### config.mk
export PLATFORM = sky130hd
export DESIGN_NAME = control_unit_mc
export DESIGN_NICKNAME = d
export VERILOG_FILES = /design/src/rtl/control_unit_mc.sv
export SDC_FILE = /design/constraint.sdc
export NUM_CORES = 1
export LEC_CHECK = 0
export CORE_AREA = 2 2 66 68
export CTS_CLUSTER_SIZE = 28
export DETAILED_ROUTE_END_ITERATION = 8
export DIE_AREA = 0 0 68 70
export PLACE_DENSITY_LB_ADDON = 0.12
export SLEW_MARGIN = 15
export SYNTH_ARGS = -nofsm -noshare
export SYNTH_HDL_FRONTEND = slang
export SYNTH_SLANG_ARGS = --single-unit
### constraint.sdc
create_clock -name clk -period 1.5 [get_ports clk]
set_input_delay 0.3 -clock clk [delete_from_list [all_inputs] [get_ports clk]]
set_output_delay 0.3 -clock clk [all_outputs]
set_load 0.005 [all_outputs]
### src/rtl/control_unit_mc.sv
// Multi-cycle registered control unit: decodes the header into datapath controls,
// stalls fetch for PAU ops and handshakes pixel-port ops with a timeout.
// Ports: clk, rst_n (async, active-low); InstHeader/InstValid from fetch;
// PixelReady from the pixel port; Stall to fetch; CtrlValid, PxReq,
// PxTimeout (sticky); registered datapath controls (RnSrc .. MemToReg).
module control_unit_mc #(
  parameter int HDR_W      = 10,
  parameter int ALUCTRL_W  = 4,
  parameter int COND_W     = 3,
  parameter int PAU_LAT    = 4,
  parameter int PX_TIMEOUT = 15
) (
  input  logic                 clk,
  input  logic                 rst_n,
  input  logic [HDR_W-1:0]     InstHeader,
  input  logic                 InstValid,
  input  logic                 PixelReady,
  output logic                 Stall,
  output logic                 CtrlValid,
  output logic                 PxReq,
  output logic                 PxTimeout,
  output logic                 RnSrc,
  output logic                 ImmSrc,
  output logic                 RsSrc,
  output logic                 ResultSrc,
  output logic                 IOFlag,
  output logic                 PAUOp,
  output logic                 ImmExt,
  output logic                 FlagWrite,
  output logic                 ALUSrc,
  output logic                 BranchInst,
  output logic                 MemWrite,
  output logic                 RegWrite,
  output logic                 MemPWrite,
  output logic [ALUCTRL_W-1:0] ALUControl,
  output logic [COND_W-1:0]    CondFlag,
  output logic [1:0]           MemToReg
);

  localparam int PAU_W = (PAU_LAT < 2) ? 1 : $clog2(PAU_LAT);
  localparam int PX_W  = $clog2(PX_TIMEOUT + 1);
  localparam int PAU_LD = (PAU_LAT > 1) ? PAU_LAT - 2 : 0;

  typedef enum logic [1:0] {
    IDLE     = 2'd0,
    PAU_BUSY = 2'd1,
    PX_WAIT  = 2'd2
  } state_t;

  typedef struct packed {
    logic                 rnsrc;
    logic                 immsrc;
    logic                 rssrc;
    logic                 resultsrc;
    logic                 ioflag;
    logic                 pauop;
    logic                 immext;
    logic                 flagwrite;
    logic                 alusrc;
    logic                 branchinst;
    logic                 memwrite;
    logic                 regwrite;
    logic                 mempwrite;
    logic [ALUCTRL_W-1:0] aluctrl;
    logic [COND_W-1:0]    cond;
    logic [1:0]           memtoreg;
  } ctrl_t;

  function automatic ctrl_t decode(input logic [HDR_W-1:0] h);
    ctrl_t c;
    c = '0;
    case (h[6:5])
      2'b00: begin
        if (h[4]) begin
          case (h[3:0])
            4'd1, 4'd2, 4'd3: begin
              c.immext   = 1'b1;
              c.regwrite = 1'b1;
              c.alusrc   = 1'b1;
              c.memtoreg = 2'd1;
              case (h[3:0])
                4'd1:    c.aluctrl = ALUCTRL_W'(2);
                4'd2:    c.aluctrl = ALUCTRL_W'(1);
                default: c.aluctrl = ALUCTRL_W'(7);
              endcase
            end
            4'd7: begin
              c.rnsrc    = 1'b1;
              c.immext   = 1'b1;
              c.alusrc   = 1'b1;
              c.aluctrl  = ALUCTRL_W'(2);
              c.memtoreg = 2'd1;
            end
            default: c = '0;
          endcase
        end else begin
          case (h[3:0])
            4'd1: begin
              c.regwrite = 1'b1;
              c.aluctrl  = ALUCTRL_W'(2);
              c.memtoreg = 2'd1;
            end
            4'd2: begin
              c.regwrite = 1'b1;
              c.aluctrl  = ALUCTRL_W'(1);
              c.memtoreg = 2'd1;
            end
            4'd7: begin
              c.rssrc     = 1'b1;
              c.flagwrite = 1'b1;
              c.aluctrl   = ALUCTRL_W'(2);
            end
            4'd3: begin
              c.regwrite = 1'b1;
              c.rssrc    = 1'b1;
              c.aluctrl  = ALUCTRL_W'(8);
              c.memtoreg = 2'd1;
            end
            4'd10, 4'd11: begin
              c.regwrite  = 1'b1;
              c.resultsrc = 1'b1;
              c.memtoreg  = 2'd1;
              c.pauop     = h[0];
            end
            default: c = '0;
          endcase
        end
      end
      2'b01: begin
        case (h[4:3])
          2'b00: begin
            c.immext   = 1'b1;
            c.rssrc    = 1'b1;
            c.alusrc   = 1'b1;
            c.aluctrl  = ALUCTRL_W'(1);
            c.memwrite = 1'b1;
          end
          2'b11: begin
            c.immext   = 1'b1;
            c.rssrc    = 1'b1;
            c.alusrc   = 1'b1;
            c.aluctrl  = ALUCTRL_W'(1);
            c.regwrite = 1'b1;
          end
          2'b01: begin
            c.ioflag   = 1'b1;
            c.regwrite = 1'b1;
            c.memtoreg = 2'd2;
          end
          default: begin
            c.ioflag    = 1'b1;
            c.mempwrite = 1'b1;
          end
        endcase
      end
      2'b10: begin
        c.immsrc     = 1'b1;
        c.alusrc     = 1'b1;
        c.branchinst = 1'b1;
        c.aluctrl    = ALUCTRL_W'(7);
        c.memtoreg   = 2'd1;
        c.cond       = h[6+COND_W:7];
      end
      default: c = '0;
    endcase
    return c;
  endfunction

  state_t            state_q, state_d;
  logic [PAU_W-1:0]  pau_q, pau_d;
  logic [PX_W-1:0]   px_q, px_d;
  ctrl_t             ctrl_q, ctrl_d, dec;
  logic              cv_q, cv_d;
  logic              req_q, req_d;
  logic              to_q, to_d;
  logic              is_pau, is_px;

  assign dec    = decode(InstHeader);
  // Multi-cycle PAU only when the latency exceeds the normal issue slot.
  assign is_pau = (InstHeader[6:4] == 3'b000) &&
                  (InstHeader[3:1] == 3'b101) &&
                  (PAU_LAT > 1);
  assign is_px  = (InstHeader[6:5] == 2'b01) &&
                  (InstHeader[4] ^ InstHeader[3]);

  always_comb begin
    state_d = state_q;
    pau_d   = pau_q;
    px_d    = px_q;
    ctrl_d  = ctrl_q;
    cv_d    = 1'b0;
    req_d   = req_q;
    to_d    = to_q;
    unique case (state_q)
      IDLE: begin
        if (InstValid) begin
          ctrl_d = dec;
          unique case (1'b1)
            is_px: begin
              req_d   = 1'b1;
              px_d    = PX_W'(PX_TIMEOUT - 1);
              state_d = PX_WAIT;
            end
            is_pau: begin
              pau_d   = PAU_W'(PAU_LD);
              state_d = PAU_BUSY;
            end
            default: cv_d = 1'b1;
          endcase
        end
      end
      PAU_BUSY: begin
        if (pau_q != '0) begin
          pau_d = pau_q - 1'b1;
        end else begin
          cv_d    = 1'b1;
          state_d = IDLE;
        end
      end
      PX_WAIT: begin
        if (PixelReady) begin
          req_d   = 1'b0;
          cv_d    = 1'b1;
          state_d = IDLE;
        end else if (px_q == '0) begin
          // Timed out: report the op but squash its writes.
          req_d            = 1'b0;
          to_d             = 1'b1;
          cv_d             = 1'b1;
          ctrl_d.regwrite  = 1'b0;
          ctrl_d.mempwrite = 1'b0;
          state_d          = IDLE;
        end else begin
          px_d = px_q - 1'b1;
        end
      end
      default: state_d = IDLE;
    endcase
  end

  always_ff @(posedge clk or negedge rst_n) begin
    if (!rst_n) begin
      state_q <= IDLE;
      pau_q   <= '0;
      px_q    <= '0;
      ctrl_q  <= '0;
      cv_q    <= 1'b0;
      req_q   <= 1'b0;
      to_q    <= 1'b0;
    end else begin
      state_q <= state_d;
      pau_q   <= pau_d;
      px_q    <= px_d;
      ctrl_q  <= ctrl_d;
      cv_q    <= cv_d;
      req_q   <= req_d;
      to_q    <= to_d;
    end
  end

  assign Stall      = (state_q != IDLE);
  assign CtrlValid  = cv_q;
  assign PxReq      = req_q;
  assign PxTimeout  = to_q;
  assign RnSrc      = ctrl_q.rnsrc;
  assign ImmSrc     = ctrl_q.immsrc;
  assign RsSrc      = ctrl_q.rssrc;
  assign ResultSrc  = ctrl_q.resultsrc;
  assign IOFlag     = ctrl_q.ioflag;
  assign PAUOp      = ctrl_q.pauop;
  assign ImmExt     = ctrl_q.immext;
  assign FlagWrite  = ctrl_q.flagwrite;
  assign ALUSrc     = ctrl_q.alusrc;
  assign BranchInst = ctrl_q.branchinst;
  assign MemWrite   = ctrl_q.memwrite;
  assign RegWrite   = ctrl_q.regwrite;
  assign MemPWrite  = ctrl_q.mempwrite;
  assign ALUControl = ctrl_q.aluctrl;
  assign CondFlag   = ctrl_q.cond;
  assign MemToReg   = ctrl_q.memtoreg;

endmodule

==> results.json <==
{
  "rsz0062_at_grt": "true",
  "clkLatencyLatePin_ns": 0.28,
  "cp_num_buf_inv": 1,
  "critical_path_class": "register to register",
  "root_buffer": "clkbuf_8",
  "grtUsageTotal_pct": 19.5,
  "synth_cells": 175,
  "cp_slowest_cell": "or3b_4",
  "violations": "setup timing",
  "reg2reg_depth": 5,
  "cp.depth": 5,
  "instances_no_fill": 303,
  "die_x_um": 68,
  "fin_skew_ns": 0.00360,
  "yosys_warnings": 0,
  "cp_cell_sequence": "inv_2, ha_4, or3b_4, a22o_4, o21a_1",
  "ios": 40,
  "setup_slack_ns": -0.00960,
  "post_drt_wl_per_cell_um": 13.8,
  "synth-compound-area-share_pct": 17.4,
  "io_buffers": 39,
  "clock.fmax_mhz": 662,
  "drtPass1Iterations": 4,
  "grt_pass1_wl_mm": 7.18,
  "fin_area_um2": 2600,
  "dp.cells": 290,
  "num_rows": 24,
  "synth_top_area_share_pct": 46.9,
  "synthFlopType": "dfrtp_1",
  "crit_required_ns": 1.68,
  "n_fill_cell": 356,
  "final_util_pct": 62.8,
  "diodes": 0,
  "finalMaxSlewViolations": 0,
  "powerDensity_nw_per_um2": 1130,
  "clk_pin_slew_worst_paths_ns": 0.07,
  "setup_viol_count_final": 1,
  "numCtsBuffers": 5,
  "grt_overflow": 0,
  "antenna_found_initial": 0,
  "drive_gt1_share_pct": 28.3,
  "final_antenna_net_count": 0,
  "outcome": "complete, but fails checks",
  "synthSimpleGateAreaFrac_pct": 23.9,
  "drt_wl_total_mm": 4.19,
  "cpPeakStageDelay_ns": 0.40,
  "worst_pin_slew_ns": 0.374,
  "crit_fanout": 4,
  "synth_top_cell_by_area": "dfrtp_1",
  "numClockSinks": 32,
  "clockBufferDepth": 2,
  "synth_top_family_by_area": "simple AND/OR/NAND/NOR gates",
  "max_slew_margin_pct": 74.8,
  "dpl-instance-area_um2": 2390,
  "synthTopCellsByCount": "dfrtp_1 (32), nand2_1 (27), o21ai_0 (11)",
  "first_global_vias": 1595,
  "fin_tns_setup_ns": -0.00960,
  "ys_ff_latch": 32,
  "synthMuxAreaShare_pct": 1.17,
  "synthAdderAreaFrac_pct": 4.40,
  "die_area_um2": 4760,
  "syn_nets": 195,
  "ys_types": 45,
  "synthTopCellsByArea": "dfrtp_1 (47%), nand2_1 (5.9%), ha_1 (4.4%)",
  "syn_area_per_cell_um2": 9.76,
  "die-height_um": 70,
  "layout.nets": 270,
  "initial_core_util_pct": 41.2,
  "vias": 1552,
  "p_leak_nw": 1.23,
  "power.total_mw": 2.93,
  "hold_violations": 0,
  "grt_max_degree": 33,
  "holdBufCountCts": 0,
  "end_kind": "register",
  "async_flop_share_pct": 100,
  "cts_tree": "done",
  "synth_edf_count": 0,
  "min_period_over_period_pct": 101,
  "cp.arrival_ns": 1.69,
  "core_um2": 4140,
  "h-tree-depth": 2,
  "drt_iter0_markers": 94,
  "fin_crit_ns": 1.51,
  "crit_family": "simple AND/OR/NAND/NOR gates",
  "area_growth_pct": 52.3,
  "routabilityCongestion": 0.890,
  "viasPerCell": 5.12,
  "drc": 0,
  "hold_path_class": "primary input to async pin",
  "startpoint_type": "register",
  "dp_hpwl_mm": 3.13,
  "syn_area_um2": 1710,
  "ys_seq_area_share_pct": 46.9,
  "reg2reg_slack_ns": -0.01,
  "peakVddDrop_uv": 721,
  "synthMostInstantiatedCell": "dfrtp_1",
  "drv_cap": 0,
  "synth_xor_area_share_pct": 0
}
## registers in the layout, indices dropped and copies added, names as in the netlist, 2 cells and up
name / flops
MemToReg: 2
state_q: 2
px_q: 4
pau_q: 2
CondFlag: 3
ALUControl: 4
## kinds of logic (layout without fill, tap and decap cells)
group / Yosys count / in the layout
AO/OA/AOI/OAI: 42 / 42
multiplexers: 2 / 2
buffers and inverters: 21 / 97
adder cells (fa/ha/maj): 6 / 6
flip-flops: 32 / 32
AND/OR/NAND/NOR: 72 / 72
## cells in the final DEF, fill, tap and decap left out, types with 3 or more instances in the layout
cell,count
buf_6,4
dfrtp_1,32
nor2b_1,7
o21ai_1,3
a21oi_1,3
clkdlybuf4s50_1,33
buf_4,34
o21ai_0,9
nand3_1,9
clkbuf_8,5
nor2_1,5
dlymetal6s2s_1,3
nand2_1,27
ha_1,5
nor3b_4,3
a31oi_1,6
o31ai_1,3
inv_1,8
## stage by stage
stage | worst slack, ns | hold WS, ns
after floorplan | -0.0366 | 0.00441
after global placement | -0.411 | 0.445
final | -0.00960 | 0.385
after CTS | -0.0196 | 0.385
after global routing | -0.0597 | 0.390
after detailed placement | -0.456 | 0.459
## cell type report
type / instances / area, um2 / area share [%]
sequential: 32 / 801 / 30.8
clock buffer: 5 / 68.8 / 2.65
tap: 52 / 65.1 / 2.50
inverter: 10 / 37.5 / 1.44
clock inverter: 3 / 42.5 / 1.64
multi-input combinational: 122 / 856 / 32.9
timing repair buffer: 79 / 731 / 28.1
## metal layers
layer | routed length, um | global-route usage [%]
met1 | 1810 | 23.9
met2 | 2180 | 32.9
met3 | 137 | 5.15
met4 | 67 | 6.00
met5 | 0 | 0
## what timing repair did
action | CTS | global route
setup endpoints to repair | 8 | 19
buffers inserted | 3 | 2
cloned | 0 | 0
resized for setup | 6 | 19
pin swaps | 2 | 2
## worst paths after layout
check | from | end
max reg2reg | px_q[1] | px_q[1]
min in group clk | PxTimeout | PxTimeout
max | px_q[1] | px_q[1]
min | rst_n | px_q[2]
max in group asynchronous | rst_n | PAUOp
min reg2reg | PxTimeout | PxTimeout
## report_power, final
part	switching (mW)	internal, mW
Clock	0.324	0.491
Sequential	0.121	1.02
Combinational	0.406	0.565
Note: power is estimated with default switching activity, not from simulation.
